--- src/rtl/ps2_host_tx_pkg.sv ---
// Shared definitions for the PS/2 host-to-device transmitter.
// Holds the transmitter state encoding, mouse command bytes, frame
// geometry, the timer width and the odd-parity helper.
package ps2_host_tx_pkg;

    typedef enum logic [2:0] {
        ST_IDLE    = 3'd0,
        ST_INHIBIT = 3'd1,
        ST_REQ     = 3'd2,
        ST_SEND    = 3'd3,
        ST_ACK     = 3'd4,
        ST_RECOVER = 3'd5
    } state_t;

    localparam int BYTE_W = 8;

    // Mouse command bytes
    localparam logic [7:0] PS2_CMD_RESET       = 8'hFF;
    localparam logic [7:0] PS2_CMD_ENABLE      = 8'hF4;
    localparam logic [7:0] PS2_CMD_SAMPLE_RATE = 8'hF3;

    // Device-generated falls per frame: 9 payload bits, stop, ACK
    localparam int FRAME_FALLS  = 11;
    localparam int PAYLOAD_BITS = 9;

    // Wide enough for the 15 ms timeout at 65 MHz
    localparam int CNT_W = 20;

    function automatic logic odd_parity(input logic [7:0] d);
        return ~^d;
    endfunction

endpackage

--- src/rtl/ps2_host_tx_if.sv ---
// Byte-request handshake between the init/command logic and the PS/2
// transmitter.
//   master: drives tx_valid/tx_data, observes tx_ready/tx_done/tx_error/busy
//   slave : the transmitter side
interface ps2_host_tx_if;
    import ps2_host_tx_pkg::*;

    logic              tx_valid;
    logic [BYTE_W-1:0] tx_data;
    logic              tx_ready;
    logic              tx_done;
    logic              tx_error;
    logic              busy;

    modport master (
        output tx_valid, tx_data,
        input  tx_ready, tx_done, tx_error, busy
    );

    modport slave (
        input  tx_valid, tx_data,
        output tx_ready, tx_done, tx_error, busy
    );

endinterface

--- src/rtl/ps2_host_tx_line_sync.sv ---
// Synchronizes the raw ps2_clk/ps2_data pin levels into the clk domain and
// flags a ps2_clk falling edge. Reusable by the device-to-host receiver.
//   clk, rst  : system clock, async active-high reset
//   clk_in    : raw ps2_clk level      data_in  : raw ps2_data level
//   clk_sync  : synchronized ps2_clk   data_sync: synchronized ps2_data
//   fall      : one-cycle flag, synchronized ps2_clk went 1 -> 0
module ps2_host_tx_line_sync #(
    parameter int SYNC_STAGES = 2
) (
    input  logic clk,
    input  logic rst,
    input  logic clk_in,
    input  logic data_in,
    output logic clk_sync,
    output logic data_sync,
    output logic fall
);

    logic [SYNC_STAGES-1:0] clk_sync_r;
    logic [SYNC_STAGES-1:0] data_sync_r;
    logic                   clk_prev_r;

    // Synchronizer chains plus one extra clk flop for edge detection.
    // Reset to the idle-high line level so no false fall follows reset.
    always_ff @(posedge clk or posedge rst) begin
        if (rst) begin
            clk_sync_r  <= {SYNC_STAGES{1'b1}};
            data_sync_r <= {SYNC_STAGES{1'b1}};
            clk_prev_r  <= 1'b1;
        end else begin
            clk_sync_r  <= {clk_sync_r[SYNC_STAGES-2:0], clk_in};
            data_sync_r <= {data_sync_r[SYNC_STAGES-2:0], data_in};
            clk_prev_r  <= clk_sync_r[SYNC_STAGES-1];
        end
    end

    assign clk_sync  = clk_sync_r[SYNC_STAGES-1];
    assign data_sync = data_sync_r[SYNC_STAGES-1];
    assign fall      = clk_prev_r & ~clk_sync_r[SYNC_STAGES-1];

endmodule

--- src/rtl/ps2_host_tx.sv ---
// PS/2 host-to-device byte transmitter (mouse command direction).
// Performs request-to-send (clock inhibit, then data low), shifts out
// D0..D7 + odd parity on device clock falls, releases for the stop bit,
// samples the device ACK and waits for the bus to go idle.
//   clk, rst              : system clock, async active-high reset
//   bus (slave)           : tx_valid/tx_data request, tx_ready, tx_done,
//                           tx_error pulses, busy
//   ps2_clk_in/data_in    : raw pin levels (asynchronous)
//   ps2_clk_oe/data_oe    : 1 pulls the line low, 0 releases it
module ps2_host_tx
    import ps2_host_tx_pkg::*;
#(
    parameter int INHIBIT_CYCLES = 6500,
    parameter int REQ_CYCLES     = 65,
    parameter int TIMEOUT_CYCLES = 975000,
    parameter int SYNC_STAGES    = 2
) (
    input  logic          clk,
    input  logic          rst,
    ps2_host_tx_if.slave  bus,
    input  logic          ps2_clk_in,
    input  logic          ps2_data_in,
    output logic          ps2_clk_oe,
    output logic          ps2_data_oe
);

    localparam logic [CNT_W-1:0] INH_LAST = CNT_W'(INHIBIT_CYCLES - 1);
    localparam logic [CNT_W-1:0] REQ_LAST = CNT_W'(REQ_CYCLES - 1);
    localparam logic [CNT_W-1:0] TO_LAST  = CNT_W'(TIMEOUT_CYCLES - 1);

    logic clk_sync_s, data_sync_s, fall_s;

    ps2_host_tx_line_sync #(.SYNC_STAGES(SYNC_STAGES)) u_sync (
        .clk       (clk),
        .rst       (rst),
        .clk_in    (ps2_clk_in),
        .data_in   (ps2_data_in),
        .clk_sync  (clk_sync_s),
        .data_sync (data_sync_s),
        .fall      (fall_s)
    );

    state_t           state_r, state_s;
    logic [CNT_W-1:0] cnt_r, cnt_s;
    logic [3:0]       bit_cnt_r, bit_cnt_s;
    logic [8:0]       shreg_r, shreg_s;
    logic             ack_ok_r, ack_ok_s;
    logic             idle_seen_r, idle_seen_s;
    logic             clk_oe_r, clk_oe_s;
    logic             data_oe_r, data_oe_s;
    logic             done_r, done_s;
    logic             error_r, error_s;
    logic             tx_ready_r, busy_r;

    // Next-state, datapath and next-output logic for the transmit sequence.
    always_comb begin
        state_s     = state_r;
        cnt_s       = cnt_r;
        bit_cnt_s   = bit_cnt_r;
        shreg_s     = shreg_r;
        ack_ok_s    = ack_ok_r;
        idle_seen_s = idle_seen_r;
        clk_oe_s    = clk_oe_r;
        data_oe_s   = data_oe_r;
        done_s      = 1'b0;
        error_s     = 1'b0;
        case (state_r)
            ST_IDLE: begin
                clk_oe_s  = 1'b0;
                data_oe_s = 1'b0;
                if (bus.tx_valid && tx_ready_r) begin
                    shreg_s  = {odd_parity(bus.tx_data), bus.tx_data};
                    cnt_s    = {CNT_W{1'b0}};
                    clk_oe_s = 1'b1;
                    state_s  = ST_INHIBIT;
                end else begin
                    state_s = ST_IDLE;
                end
            end
            ST_INHIBIT: begin
                if (cnt_r == INH_LAST) begin
                    cnt_s     = {CNT_W{1'b0}};
                    data_oe_s = 1'b1;
                    state_s   = ST_REQ;
                end else begin
                    cnt_s = cnt_r + 1'b1;
                end
            end
            ST_REQ: begin
                if (cnt_r == REQ_LAST) begin
                    cnt_s     = {CNT_W{1'b0}};
                    bit_cnt_s = 4'd0;
                    clk_oe_s  = 1'b0;
                    state_s   = ST_SEND;
                end else begin
                    cnt_s = cnt_r + 1'b1;
                end
            end
            ST_SEND: begin
                if (fall_s) begin
                    cnt_s     = {CNT_W{1'b0}};
                    bit_cnt_s = bit_cnt_r + 4'd1;
                    if (bit_cnt_r < 4'(PAYLOAD_BITS)) begin
                        // Open-drain: enabling the driver puts a 0 on the wire
                        data_oe_s = ~shreg_r[0];
                        shreg_s   = {1'b0, shreg_r[8:1]};
                    end else begin
                        data_oe_s = 1'b0;
                        state_s   = ST_ACK;
                    end
                end else if (cnt_r == TO_LAST) begin
                    clk_oe_s  = 1'b0;
                    data_oe_s = 1'b0;
                    error_s   = 1'b1;
                    state_s   = ST_IDLE;
                end else begin
                    cnt_s = cnt_r + 1'b1;
                end
            end
            ST_ACK: begin
                if (fall_s) begin
                    ack_ok_s    = ~data_sync_s;
                    cnt_s       = {CNT_W{1'b0}};
                    idle_seen_s = 1'b0;
                    state_s     = ST_RECOVER;
                end else if (cnt_r == TO_LAST) begin
                    clk_oe_s  = 1'b0;
                    data_oe_s = 1'b0;
                    error_s   = 1'b1;
                    state_s   = ST_IDLE;
                end else begin
                    cnt_s = cnt_r + 1'b1;
                end
            end
            ST_RECOVER: begin
                // Bus must read idle (clk=1, data=1) on two consecutive cycles
                if (clk_sync_s && data_sync_s && idle_seen_r) begin
                    done_s  = ack_ok_r;
                    error_s = ~ack_ok_r;
                    state_s = ST_IDLE;
                end else if (fall_s) begin
                    cnt_s       = {CNT_W{1'b0}};
                    idle_seen_s = 1'b0;
                end else if (cnt_r == TO_LAST) begin
                    clk_oe_s  = 1'b0;
                    data_oe_s = 1'b0;
                    error_s   = 1'b1;
                    state_s   = ST_IDLE;
                end else begin
                    cnt_s       = cnt_r + 1'b1;
                    idle_seen_s = clk_sync_s & data_sync_s;
                end
            end
            default: begin
                clk_oe_s  = 1'b0;
                data_oe_s = 1'b0;
                state_s   = ST_IDLE;
            end
        endcase
    end

    // State, datapath and output registers; reset releases both lines at once.
    always_ff @(posedge clk or posedge rst) begin
        if (rst) begin
            state_r     <= ST_IDLE;
            cnt_r       <= {CNT_W{1'b0}};
            bit_cnt_r   <= 4'd0;
            shreg_r     <= 9'd0;
            ack_ok_r    <= 1'b0;
            idle_seen_r <= 1'b0;
            clk_oe_r    <= 1'b0;
            data_oe_r   <= 1'b0;
            done_r      <= 1'b0;
            error_r     <= 1'b0;
            tx_ready_r  <= 1'b1;
            busy_r      <= 1'b0;
        end else begin
            state_r     <= state_s;
            cnt_r       <= cnt_s;
            bit_cnt_r   <= bit_cnt_s;
            shreg_r     <= shreg_s;
            ack_ok_r    <= ack_ok_s;
            idle_seen_r <= idle_seen_s;
            clk_oe_r    <= clk_oe_s;
            data_oe_r   <= data_oe_s;
            done_r      <= done_s;
            error_r     <= error_s;
            // Ready waits one cycle after a done/error pulse
            tx_ready_r  <= (state_s == ST_IDLE) && !done_s && !error_s;
            busy_r      <= (state_s != ST_IDLE);
        end
    end

    assign bus.tx_ready = tx_ready_r;
    assign bus.tx_done  = done_r;
    assign bus.tx_error = error_r;
    assign bus.busy     = busy_r;
    assign ps2_clk_oe   = clk_oe_r;
    assign ps2_data_oe  = data_oe_r;

endmodule

--- src/flat_wrapper.sv ---
// flat-port wrapper written by rule: the top's interface ports become plain ports
module ps2_host_tx_flat import ps2_host_tx_pkg::*;
#(
    parameter int INHIBIT_CYCLES = 6500,
    parameter int REQ_CYCLES     = 65,
    parameter int TIMEOUT_CYCLES = 975000,
    parameter int SYNC_STAGES    = 2
)
  (clk, rst, ps2_clk_in, ps2_data_in, ps2_clk_oe, ps2_data_oe, bus_tx_valid, bus_tx_data, bus_tx_ready, bus_tx_done, bus_tx_error, bus_busy);
  ps2_host_tx_if bus_i ();
  input  logic clk;
  input  logic rst;
  input  logic ps2_clk_in;
  input  logic ps2_data_in;
  output logic ps2_clk_oe;
  output logic ps2_data_oe;
  input wire logic [$bits(bus_i.tx_valid)-1:0] bus_tx_valid;
  input wire logic [$bits(bus_i.tx_data)-1:0] bus_tx_data;
  output wire logic [$bits(bus_i.tx_ready)-1:0] bus_tx_ready;
  output wire logic [$bits(bus_i.tx_done)-1:0] bus_tx_done;
  output wire logic [$bits(bus_i.tx_error)-1:0] bus_tx_error;
  output wire logic [$bits(bus_i.busy)-1:0] bus_busy;
  assign bus_i.tx_valid = bus_tx_valid;
  assign bus_i.tx_data = bus_tx_data;
  assign bus_tx_ready = bus_i.tx_ready;
  assign bus_tx_done = bus_i.tx_done;
  assign bus_tx_error = bus_i.tx_error;
  assign bus_busy = bus_i.busy;
  ps2_host_tx #(.INHIBIT_CYCLES(INHIBIT_CYCLES), .REQ_CYCLES(REQ_CYCLES), .TIMEOUT_CYCLES(TIMEOUT_CYCLES), .SYNC_STAGES(SYNC_STAGES)) u_core (.clk(clk), .rst(rst), .bus(bus_i), .ps2_clk_in(ps2_clk_in), .ps2_data_in(ps2_data_in), .ps2_clk_oe(ps2_clk_oe), .ps2_data_oe(ps2_data_oe));
endmodule
--- config.mk ---
export PLATFORM = sky130hd
export DESIGN_NAME = ps2_host_tx_flat
export DESIGN_NICKNAME = d
export VERILOG_FILES = /design/src/rtl/ps2_host_tx_pkg.sv /design/src/rtl/ps2_host_tx_if.sv /design/src/rtl/ps2_host_tx_line_sync.sv /design/src/rtl/ps2_host_tx.sv /design/src/flat_wrapper.sv
export SDC_FILE = /design/constraint.sdc
export NUM_CORES = 1
export LEC_CHECK = 0
export BUFFER_PORTS_ARGS = -buffer_cell sky130_fd_sc_hd__buf_2
export CAP_MARGIN = 20
export CORE_MARGIN = 5
export CORE_UTILIZATION = 45
export DETAILED_ROUTE_END_ITERATION = 6
export GPL_TIMING_DRIVEN = 0
export PLACE_DENSITY = 0.59
export SLEW_MARGIN = 20
export SYNTH_ARGS = -nofsm -noshare
export SYNTH_HDL_FRONTEND = slang
export SYNTH_HIERARCHICAL = 1
export SYNTH_SLANG_ARGS = --single-unit
--- constraint.sdc ---
create_clock -name clk -period 4.2 [get_ports clk]
set_input_delay 0.63 -clock clk [delete_from_list [all_inputs] [get_ports clk]]
set_output_delay 0.63 -clock clk [all_outputs]
set_load 0.05 [all_outputs]
==> results of run 1 <==
[worst min path at each step]
stage                                 start  cells past startpoint                      endpoint
6_report                                rst                      2              u_core/cnt_r[15]
5_1_grt         u_core/u_sync/clk_sync_r[0]                      0   u_core/u_sync/clk_sync_r[1]
4_1_cts        u_core/u_sync/data_sync_r[0]                      0  u_core/u_sync/data_sync_r[1]
3_5_place_dp   u_core/u_sync/data_sync_r[0]                      0  u_core/u_sync/data_sync_r[1]
3_3_place_gp    u_core/u_sync/clk_sync_r[0]                      0   u_core/u_sync/clk_sync_r[1]
2_1_floorplan   u_core/u_sync/clk_sync_r[0]                      0   u_core/u_sync/clk_sync_r[1]
[critical path, stage by stage, from the launching register on]
cell      delay (ns)
dfrtp_1         0.46
nor4_1          0.67
nand4_1         0.23
o31a_1          0.37
clkbuf_1        0.31
o221ai_1        0.34
o211ai_2        0.12
[layout by cell type, fill, tap and decap left out, drive strengths merged, types with 5 or more instances in the layout]
cell,netlist,final
dfrtp,43,43
nand2,30,30
nand4,8,8
o311ai,5,5
o221ai,11,11
inv,13,13
xnor2,8,8
or3,10,10
dfstp,6,6
mux2i,9,9
o21ai,18,18
buf,11,30
nor2b,6,6
nor3,8,8
nand3,29,29
nor2,8,8
or2,5,5
a21oi,5,5
nor4,5,5
o211ai,20,20
clkbuf,4,9
[cell type report]
class / count / area [um^2]
Timing Repair Buffer: 19 / 117.6
Inverter: 13 / 48.80
Clock buffer: 5 / 68.82
Multi-Input combinational cell: 229 / 1625
Tap cell: 77 / 96.34
Fill cell: 602 / 3118
Sequential cell: 49 / 1234
Buffer: 15 / 91.34
Clock inverter: 3 / 22.52
[flip-flops by register name, indices dropped and copies added (netlist names), 2 cells and up]
name                       count
u_core/shreg_r                 9
u_core/u_sync/data_sync_r      2
u_core/u_sync/clk_sync_r       2
u_core/state_r                 3
u_core/bit_cnt_r               4
u_core/cnt_r                  20
[cells by family after synthesis]
kind of cell    synth area share, %
simple gates                  24.57
compound gates                22.32
flops                         41.13
buf+inv                       4.672
xor+xnor                      2.628
mux                           3.004
fa+ha+maj                     1.669
[metrics by stage]
step                area [um^2]  cells  power (W)  hold slack (ns)  setup WS [ns]
global route               3304    410  0.0008393           0.3651          1.489
detailed placement         3213    402  0.0005264           0.3472          1.616
global placement           3186    401  0.0005227           0.3469          1.640
floorplan                  2999    306  0.0005100           0.3452          2.133
CTS                        3304    410  0.0008181           0.3619          1.651
finish                     3304    410  0.0008017           0.3597          1.581
[layer usage]
metal | part of all wire, % | vias to the layer above | track usage, %
met3 | 4.6 | 6 | 2.946
met4 | 0.86 | 0 | 5.025
met2 | 44 | 64 | 27.21
met5 | 0 | - | 0
met1 | 51 | 1247 | 28.79
li1 | - | 1216 | -
[power by group through the flow]
| stage | combinational [W] | clock (W) | sequential, W |
|---|---|---|---|
| after floorplan | 0.0000237 | 0 | 0.000486 |
| after global placement | 0.0000357 | 0 | 0.000487 |
| after detailed placement | 0.0000395 | 0 | 0.000487 |
| after CTS | 0.0000396 | 0.000301 | 0.000478 |
| after global routing | 0.0000436 | 0.000317 | 0.000478 |
| final | 0.0000385 | 0.000286 | 0.000478 |
==> results.sh, run 1 <==
export IMPL_cts_buffers=5
export IMPL_ys_warn_count=6
export IMPL_postCtsHoldBufs=0
export IMPL_r2r_end="u_core/cnt_r[11]"
export IMPL_drc=0
export IMPL_cts_tree="yes"
export IMPL_grt_pass1_vias=2502
export IMPL_die_x_um=91.64
export IMPL_nets=349
export IMPL_finalClockSkew_ns=0.004968
export IMPL_worstMarginPinSlew_ns=0.9171
export IMPL_drive_gt1_share_pct=21.02
export IMPL_worst_ep_arrival_time_ns=2.80
export IMPL_core_area_um2=6422
export IMPL_gr_usage_all_layers_pct=18.73
export IMPL_syn_num_nets=323
export IMPL_synth_ff_type="dfrtp_1"
export IMPL_fin_util_pct=51.45
export IMPL_synth_cells=306
export IMPL_required_ns=4.38
export IMPL_period_needed_ns=2.619
export IMPL_grt_max_degree=25
export IMPL_p_switching_w=0.0001905
export IMPL_syn2layout_area_growth_pct=10.18
export IMPL_finalWeightedCongestion=0.8671
export IMPL_endpoint_kind="flip-flop"
export IMPL_ys_seq_area_share_pct=41.13
export IMPL_clockBufferDepth=2
export IMPL_die_h_um=91.64
export IMPL_vias=2533
export IMPL_post_drt_wl_per_cell_um=18.06
export IMPL_leakage_nw=1.440
export IMPL_intPower_w=0.0006113
export IMPL_power_density_nw_per_um2=242.6
export IMPL_p_seq_share_pct=59.6
export IMPL_maxCapViolations=0
export IMPL_final_setup_tns_ns=0
export IMPL_htree_levels=2
export IMPL_ant_nets=0
export IMPL_io_buffers=18
export IMPL_post_cts_buffers=0
export IMPL_min_period_over_period_pct=62.36
export IMPL_drt_pass1_iterations=5
export IMPL_p_comb_share_pct=4.8
export IMPL_grt_antenna_before_repair=0
export IMPL_setup_worst_path_class="reg -> reg"
export IMPL_drt_vias_per_instance=6.178
export IMPL_r2r_start="u_core/cnt_r[14]"
export IMPL_grt_pass1_wl_mm=12.78
export IMPL_hpwl_mm=5.226
export IMPL_routed_wirelength_mm=7.405
export IMPL_reg2reg_depth=6
export IMPL_overflow=0
export IMPL_insertedDiodeCount=0
export IMPL_synthDistinctLibCells=64
export IMPL_synth_area_um2=2999
export IMPL_avgSynthCellArea_um2=9.801
export IMPL_path_clk_slew_ns=0.10
export IMPL_clock_sinks=49
export IMPL_fmax_mhz=381.8
export IMPL_synth_top_cell_area_share_pct=35.88
export IMPL_ios=19
export IMPL_async_flop_share_pct=100.0
export IMPL_die_area_um2=8397
export IMPL_initial_core_util_pct=46.70
export IMPL_yosys_top_cells_count="dfrtp_1 (43), nand2_1 (30), nand3_1 (29)"
export IMPL_rows=29
export IMPL_slew_violations=0
export IMPL_rsz0062_at_grt="false"
export IMPL_ys_ff_latch=49
export IMPL_status="finished clean"
export IMPL_cts_root_buf="clkbuf_8"
export IMPL_critPathLaunch="u_core/cnt_r[14]"
export IMPL_cp_max_fo=10
export IMPL_crit_end="u_core/cnt_r[11]"
export IMPL_setup_viol=0
export IMPL_hold_path_class="in -> async"
export IMPL_r2r_setup_slack_ns=1.58
export IMPL_cts_repair_resize_count=0
export IMPL_ys_top_cells_by_area="dfrtp_1 (36%), dfstp_2 (5.3%), nand3_1 (4.8%), nand2_1 (3.8%), o211ai_1 (3.3%)"
export IMPL_start_kind="flip-flop"
export IMPL_synth_largest_area_cell="dfrtp_1"
export IMPL_clkLatencyLatePin_ns=0.30
export IMPL_drt_initial_drc_count=195
export IMPL_yosysMostFrequentCell="dfrtp_1"
export IMPL_relSlewSlack_pct=38.30
export IMPL_synth_edf_count=0
export IMPL_switching_share_pct=23.76
export IMPL_hold_viol=0
export IMPL_ir_drop_mv=0.1325
export IMPL_power_share_clock_pct=35.6
No activity file was read; power rests on OpenSTA's default activity.
==> inputs of run 2 (changes only) <==
- ABC_AREA: unset -> 1
- PLACE_DENSITY: 0.59 -> 0.61
- clock period: 4.2 -> 2.1 ns (I/O delays scaled with it)
==> run 2 against run 1 <==
Sequential cell count stayed put. Largest cell class unchanged. Sequential power grew 100%. Critical endpoint is now u_core/cnt_r[0]. Synthesized cell count grew 56%. Routed wire length increased by 10%. Hold slack got worse by 0.33 ns.
==> results.sh, run 2 <==
export IMPL_nFillCells=741
export IMPL_drt_initial_drc_count=208
export IMPL_cts_root_buf="clkbuf_8"
export IMPL_slew_violations=0
export IMPL_nets=520
export IMPL_regMostFlops="u_core/cnt_r"
export IMPL_use_met3_pct=2.737
export IMPL_die_area_um2=9259
export IMPL_clock_sinks=49
export IMPL_hpwl_mm=6.179
export IMPL_clkLatencyLatePin_ns=0.30
export IMPL_grt_util_met2_pct=33.93
export IMPL_finalClockSkew_ns=0.005448
export IMPL_status="finished clean"
export IMPL_syn2layout_area_growth_pct=11.37
export IMPL_htree_levels=2
export IMPL_io_buffers=18
export IMPL_relSlewSlack_pct=61.67
export IMPL_drt_pass1_iterations=7
export IMPL_avgSynthCellArea_um2=7.014
export IMPL_grt_util_met1_pct=25.05
export IMPL_initial_core_util_pct=46.13
export IMPL_routed_wirelength_mm=8.161
export IMPL_ios=19
export IMPL_overflow=0
export IMPL_leakage_nw=1.821
export IMPL_setup_worst_path_class="reg -> reg"
export IMPL_rows=31
export IMPL_die_x_um=96.23
export IMPL_rsz0062_at_grt="false"
export IMPL_grt_antenna_before_repair=0
export IMPL_period_needed_ns=1.923
export IMPL_clockBufferDepth=2
export IMPL_synth_ff_type="dfrtp_1"
export IMPL_yosys_top_cells_count="nand2_1 (121), inv_1 (63), nor2_1 (62)"
export IMPL_p_switching_w=0.0003668
export IMPL_timing_hold_ws_ns=0.03270
export IMPL_synth_area_um2=3346
export IMPL_drt_vias_per_instance=5.164
export IMPL_multi_input_area_um2=1760
export IMPL_fmax_mhz=520.0
export IMPL_synth_largest_area_cell="dfrtp_1"
export IMPL_ys_seq_area_share_pct=36.87
export IMPL_final_common_cell="nand2_1"
export IMPL_start_kind="flip-flop"
export IMPL_min_period_over_period_pct=91.58
export IMPL_switching_share_pct=20.15
export IMPL_fin_ws_ns=0.1769
export IMPL_synthDistinctLibCells=37
export IMPL_final_cell_mix="nand2_1 (121), nor2_1 (62), inv_1 (62)"
export IMPL_ys_warn_count=6
export IMPL_synth_cells=477
export IMPL_worstMarginPinSlew_ns=0.5743
export IMPL_required_ns=2.29
export IMPL_maxCapViolations=0
export IMPL_synth_edf_count=0
export IMPL_largest_reg_flops=20
export IMPL_cp_max_fo=10
export IMPL_power_share_clock_pct=43.6
export IMPL_power_density_nw_per_um2=488.6
export IMPL_drive_gt1_share_pct=15.28
export IMPL_cts_tree="yes"
export IMPL_finalWeightedCongestion=0.9119
export IMPL_post_drt_wl_per_cell_um=13.53
export IMPL_grt_pass1_vias=2959
export IMPL_worst_ep_arrival_time_ns=2.11
export IMPL_ir_drop_mv=0.2440
export IMPL_hold_viol=0
export IMPL_grt_max_degree=26
export IMPL_endpoint_kind="flip-flop"
export IMPL_p_seq_share_pct=52.4
export IMPL_gr_usage_all_layers_pct=19.18
export IMPL_async_flop_share_pct=100.0
export IMPL_seq_area_um2=1234
export IMPL_syn_num_nets=494
export IMPL_grt_pass1_wl_mm=13.94
export IMPL_reg_largest_list="u_core/cnt_r: 20 flops, u_core/shreg_r: 9 flops, u_core/bit_cnt_r: 4 flops"
export IMPL_die_h_um=96.23
export IMPL_core_area_um2=7253
export IMPL_path_clk_slew_ns=0.09
export IMPL_cts_buffers=5
export IMPL_ys_ff_latch=49
export IMPL_post_place_ws_ns=0.1429
export IMPL_intPower_w=0.001454
export IMPL_grt_busiest_layer="met2"
export IMPL_synth_top_cell_area_share_pct=32.16
export IMPL_insertedDiodeCount=0
export IMPL_setup_viol=0
export IMPL_ys_top_cells_by_area="dfrtp_1 (32%), nand2_1 (14%), nand3_1 (8.4%), inv_1 (7.1%), nor2_1 (7.0%)"
export IMPL_hold_path_class="in -> async"
export IMPL_yosysMostFrequentCell="nand2_1"
export IMPL_ant_nets=0
export IMPL_p_comb_share_pct=4.0
export IMPL_vias=3114
export IMPL_drc=0
run 2: cell types whose count changed after synthesis, moves of 6 or more:
cell	delta
nand2_1	+91
nor2_1	+54
inv_1	+50
nand3_1	+27
o221ai_1	-10
mux2i_1	-9
or3_1	-9
nand4_1	+7
o211ai_2	-7
inv_2	+6
o21ai_0	+6
o21ai_2	+6
run 2: worst paths after layout:
| path | startpoint | to | slack [ns] | depth (start not counted) |
|---|---|---|---|---|
| hold reg to reg | u_core/u_sync/clk_sync_r[0] | u_core/u_sync/clk_sync_r[1] | 0.36 | 0 |
| hold / removal | rst | u_core/cnt_r[17] | 0.03 | 2 |
| setup reg to reg | u_core/cnt_r[1] | u_core/cnt_r[0] | 0.18 | 11 |
| setup / recovery | u_core/cnt_r[1] | u_core/cnt_r[0] | 0.18 | 11 |
| max in group asynchronous | rst | u_core/cnt_r[3] | 1.57 | 3 |
| min in group clk | ps2_data_in | u_core/u_sync/data_sync_r[0] | 0.11 | 1 |
run 2: metrics by stage:
step | power [W] | setup TNS [ns] | instance area (um^2) | utilization (%) | std cells
finish | 0.001821 | 0 | 3726 | 51.37 | 603
global route | 0.001905 | 0 | 3726 | 51.37 | 603
CTS | 0.001856 | 0 | 3714 | 51.20 | 603
detailed placement | 0.001048 | 0 | 3580 | 49.35 | 595
global placement | 0.001043 | -0.7735 | 3560 | 49.08 | 594
floorplan | 0.001016 | 0 | 3346 | - | 477
run 2: final cells by class:
class / count / share of cell area, %
clock inverter: 3 / 1.746
sequential: 49 / 33.11
clock buffer: 5 / 1.847
timing repair buffer: 19 / 2.955
tap: 99 / 3.324
multi-input combinational: 345 / 47.25
buffer: 12 / 2.485
inverter: 71 / 7.287
run 2: repair_timing:
action                                  4_1_cts  5_1_grt
endpoints found under the setup margin        0        3
hold buffers                                  0        0
buffers inserted                              0        0
gates resized for setup                       0        4
run 2: kinds of logic (layout without fill, tap and decap cells):
family / Yosys count / in the layout / share of synthesized area [%]
buffers and inverters: 83 / 110 / 10.84
xor gates and xnor gates: 10 / 10 / 2.618
DFF: 49 / 49 / 36.87
adders and majority gates: 4 / 4 / 1.496
and+or+nand+nor: 276 / 276 / 37.51
AOI/OAI and AO/OA: 55 / 55 / 10.66
run 2: routing by layer:
metal,vias up,wire length (um)
met2,65,4123
met5,-,0
met1,1459,3675
li1,1586,-
met4,0,34
met3,4,328
run 2: worst max-delay path: stages (launching register included):
cell and delay, ns:
dfrtp_1 0.38, ha_2 0.24, nand2_1 0.10, clkinv_1 0.11, nand2_1 0.05, nor2_1 0.17
nand3_2 0.21, nand2_8 0.17, inv_6 0.08, buf_8 0.15, nand3_1 0.09, o21ai_2 0.06
run 2: power groups by stage:
stage	combinational, W	sequential, W	clock [W]
global route	0.0000826	0.000955	0.000868
detailed placement	0.0000758	0.000972	0
CTS	0.0000760	0.000954	0.000826
finish	0.0000731	0.000954	0.000794
global placement	0.0000710	0.000972	0
floorplan	0.0000442	0.000972	0
